### config.mk
export PLATFORM = sky130hd
export DESIGN_NAME = rv32_hazard_ctrl
export DESIGN_NICKNAME = d
export VERILOG_FILES = /design/src/rtl/rv32_hazard_ctrl.sv
export SDC_FILE = /design/constraint.sdc
export NUM_CORES = 1
export LEC_CHECK = 0
export BUFFER_PORTS_ARGS = -buffer_cell sky130_fd_sc_hd__buf_4
export CAP_MARGIN = 15
export CORE_MARGIN = 2
export CORE_UTILIZATION = 35
export DETAILED_ROUTE_END_ITERATION = 8
export PLACE_DENSITY = 0.65
export SETUP_SLACK_MARGIN = 0.5
export SYNTH_ARGS = -nofsm -noshare
export SYNTH_HDL_FRONTEND = slang
export SYNTH_SLANG_ARGS = --single-unit
### constraint.sdc
create_clock -name clk -period 4.3 [get_ports clk]
set_input_delay 0.43 -clock clk [delete_from_list [all_inputs] [get_ports clk]]
set_output_delay 0.43 -clock clk [all_outputs]
set_load 0.005 [all_outputs]
### src/rtl/rv32_hazard_ctrl.sv
// RV32 pipeline hazard controller: load-use stall, branch flush and
// data-memory wait sequencing, with a saturating stall-cycle counter.
module rv32_hazard_ctrl #(
   parameter int unsigned FLUSH_CYCLES = 2
) (
   input  logic        clk,
   input  logic        rst,
   input  logic [4:0]  id_rs1,
   input  logic [4:0]  id_rs2,
   input  logic [4:0]  ex_rd,
   input  logic        ex_load,
   input  logic        branch_taken,
   input  logic        mem_busy,
   output logic        pc_hold,
   output logic        if_id_hold,
   output logic        if_id_flush,
   output logic        id_ex_busy,
   output logic        id_ex_flush,
   output logic [1:0]  state,
   output logic [15:0] stall_cnt
);

   typedef enum logic [1:0] {
      S_RUN        = 2'd0,
      S_LOAD_STALL = 2'd1,
      S_FLUSH      = 2'd2,
      S_MEM_WAIT   = 2'd3
   } state_t;

   localparam logic [3:0] LP_CNT_INIT = 4'(FLUSH_CYCLES - 1);

   state_t      r_state;
   state_t      w_nxt_state;
   logic [3:0]  r_cnt;
   logic [3:0]  w_nxt_cnt;
   logic        r_pend;
   logic        w_nxt_pend;
   logic [15:0] r_stall_cnt;
   logic        w_load_use;

   assign w_load_use = ex_load && (ex_rd != 5'd0) &&
                       ((ex_rd == id_rs1) || (ex_rd == id_rs2));

   always_ff @(posedge clk) begin
      if (rst) begin
         r_state     <= S_FLUSH;
         r_cnt       <= LP_CNT_INIT;
         r_pend      <= 1'b0;
         r_stall_cnt <= 16'd0;
      end else begin
         r_state <= w_nxt_state;
         r_cnt   <= w_nxt_cnt;
         r_pend  <= w_nxt_pend;
         if ((r_state != S_RUN) && (r_stall_cnt != 16'hFFFF))
            r_stall_cnt <= r_stall_cnt + 16'd1;
      end
   end

   always_comb begin
      w_nxt_state = r_state;
      w_nxt_cnt   = r_cnt;
      w_nxt_pend  = r_pend;
      unique case (r_state)
         S_RUN: begin
            if (branch_taken) begin
               w_nxt_state = S_FLUSH;
               w_nxt_cnt   = LP_CNT_INIT;
            end else if (mem_busy) begin
               w_nxt_state = S_MEM_WAIT;
            end else if (w_load_use) begin
               w_nxt_state = S_LOAD_STALL;
            end
         end
         S_LOAD_STALL: begin
            // single bubble; a still-present load_use must not re-stall
            if (branch_taken) begin
               w_nxt_state = S_FLUSH;
               w_nxt_cnt   = LP_CNT_INIT;
            end else if (mem_busy) begin
               w_nxt_state = S_MEM_WAIT;
            end else begin
               w_nxt_state = S_RUN;
            end
         end
         S_FLUSH: begin
            if (branch_taken) begin
               w_nxt_cnt = LP_CNT_INIT;
            end else if (r_cnt != 4'd0) begin
               w_nxt_cnt = r_cnt - 4'd1;
            end else begin
               w_nxt_state = S_RUN;
            end
         end
         S_MEM_WAIT: begin
            // a redirect seen while frozen is remembered until memory frees
            if (mem_busy) begin
               if (branch_taken) w_nxt_pend = 1'b1;
            end else if (r_pend || branch_taken) begin
               w_nxt_state = S_FLUSH;
               w_nxt_cnt   = LP_CNT_INIT;
               w_nxt_pend  = 1'b0;
            end else begin
               w_nxt_state = S_RUN;
            end
         end
         default: w_nxt_state = S_RUN;
      endcase
   end

   always_comb begin
      pc_hold     = 1'b0;
      if_id_hold  = 1'b0;
      if_id_flush = 1'b0;
      id_ex_busy  = 1'b0;
      id_ex_flush = 1'b0;
      unique case (r_state)
         S_RUN: ;
         S_LOAD_STALL: begin
            pc_hold     = 1'b1;
            if_id_hold  = 1'b1;
            id_ex_flush = 1'b1;
         end
         S_FLUSH: begin
            if_id_flush = 1'b1;
            id_ex_flush = 1'b1;
         end
         S_MEM_WAIT: begin
            pc_hold    = 1'b1;
            if_id_hold = 1'b1;
            id_ex_busy = 1'b1;
         end
         default: ;
      endcase
   end

   assign state     = r_state;
   assign stall_cnt = r_stall_cnt;

endmodule

==> qor.yml <==
slew_violations: 0
synth_common_cells: "23 x dfxtp_1, 19 x nor2_1, 16 x xor2_1"
diodes: 0
ant_nets: 0
critPathRequiredTime_ns: 3.87
cpMaxStageDelayCell: "dfxtp_1"
syn_area_um2: 1380
p_leak_nw: 0.747
seq_area_frac_synth: 0.335
grt_pass1_vias: 1139
fmax_mhz: 538
path_class: "flip-flop to output port"
grt-ovfl-total: 0
synth_top_area_share: 0.335
post-dp-hpwl_um: 2260
status: "completed"
arrival_ns: 1.43
cp-start-kind: "flip-flop"
fin_crit_sh: 0.432
cp_top_family: "flip-flops"
yosys.area.top_type: "dfxtp_1"
crit_start: "state[1]$_SDFFE_PP1P_"
final_area_um2: 1770
rsz0062_at_grt: "no"
syn_inst: 166
synth_top_flop_cell: "dfxtp_1"
htreeDepth: 1
place_inst: 250
syn2layout_area_growth_pct: 28.7
dieArea_um2: 4450
port_buffers: 42
wirelength_um: 2880
die_h_um: 66.7
post_cts_buffers: 0
cts.path.max_buffers: 2
setup_slack_ns: 2.44
worstPathCellList: "inv_1 > ha_1 > or2_2 > buf_4"
grt_antenna_before_repair: 0
setup_tns_ns: 0
placed_cell_area_um2: 1720
dr.pass1.iters: 4
power_density_nw_per_um2: 355
postSynthAreaPerCell_um2: 8.28
grt_max_degree: 23
end_kind: "output port"
worst_pin_slew_ns: 0.428
hold_viol: 0
cp_num_buf_inv: 2
core_um2: 3720
synth_edf_count: 0
cts_made_buffers: 3
drive_gt1_frac: 0.257
drtIter0Drc: 66
insertion_delay_ns: 0.26
tritoncts: "yes"
max_stage_delay_ns: 0.39
fin_nets: 233
ys_ff_latch: 23
yosys_warnings: 0
cap_violations: 0
holdCritPathClass: "input port to flip-flop"
place_congestion: 0.779
min_period_ns: 1.86
grt_pass1_wl_um: 4880
synthTopCellsByArea: "dfxtp_1 33%, xor2_1 10%, ha_1 5.5%"
async_flop_share: 0
rows: 22
relSlewSlack: 0.712
wl_per_cell_um: 11.3
initial_core_util: 0.370
r2r_start: "state[0]$_SDFFE_PP0P_"
ctsRootBufferMaster: "clkbuf_8"
io_pins: 43
final_util: 0.476
hold_path_startpoint: "branch_taken"
cts.sinks: 23
clk_pin_slew_ns: 0.08
postCtsHoldBufs: 0
place_ws_ns: 2.47
ir_drop_mv: 0.145
ys_types: 36
synth_nets: 192
worstPathMaxFanout: 5
fin_cells: 254
drcViolationCount: 0
vias: 1253
skew_ns: 0.00298
ctsResizeCount: 0
yosysMostFrequentCell: "dfxtp_1"
via_per_inst: 4.93
die_x_um: 66.7
finalSetupViolations: 0
grt_usage: 0.138
stage by stage:
step | total power [mW] | hold slack [ns]
3_3_place_gp | 0.497 | 0.482
2_1_floorplan | 0.416 | 0.455
4_1_cts | 0.635 | 0.480
5_1_grt | 0.672 | 0.511
6_report | 0.628 | 0.479
3_5_place_dp | 0.498 | 0.482
registers in the layout (all words and copies together), names as in the netlist:
signal,cells
r_cnt,4
r_pend,1
stall_cnt,16
state,2
final timing paths:
kind	to	slack [ns]	cells after the start
hold reg to reg	r_cnt[3]$_SDFFE_PP0P_	0.50	2
hold / removal	r_pend$_SDFFE_PP0P_	0.48	3
setup reg to reg	stall_cnt[10]$_SDFFE_PP0P_	2.45	6
setup / recovery	if_id_hold	2.44	4
power by group:
part	internal, mW	switching, mW
Combinational	0.122	0.111
Sequential	0.236	0.0234
Clock	0.0646	0.0709
layout make-up:
type                            count  area [um^2]
Fill cell                         406         1950
Multi-Input combinational cell    130          861
Sequential cell                    23          460
Timing Repair Buffer               42          315
Tap cell                           48         60.1
Clock buffer                        3         41.3
Inverter                            7         26.3
Clock inverter                      1         5.00
logic make-up (layout without fill, tap and decap cells):
| logic type | count (synthesis) | count (layout) | synth area share |
|---|---|---|---|
| and+or+nand+nor | 67 | 67 | 0.252 |
| AOI/OAI and AO/OA | 30 | 30 | 0.144 |
| xor gates and xnor gates | 24 | 24 | 0.153 |
| DFF | 23 | 23 | 0.335 |
| buffers and inverters | 13 | 53 | 0.0391 |
| adders and majority gates | 6 | 6 | 0.0546 |
| muxes | 3 | 3 | 0.0227 |
per-layer routing:
metal / vias up / GRT usage / wire (um)
met5: - / 0 / 0
met4: 0 / 0.0434 / 0
met3: 0 / 0.0186 / 89
met2: 21 / 0.215 / 1340
met1: 566 / 0.195 / 1450
li1: 666 / - / -
worst min-delay path: stages:
cell and delay [ns]:
buf_4 0.10, a21oi_1 0.06, nor3_1 0.11
cells in the final DEF (no fill, tap or decap), types with 7 or more instances in the layout:
cell type  count
xor2_1        16
inv_1          7
nor2_1        19
nor3_1         8
dfxtp_1       23
buf_4         42
xnor2_1        8
a21oi_1        8
Note: power is estimated with default switching activity, not from simulation.
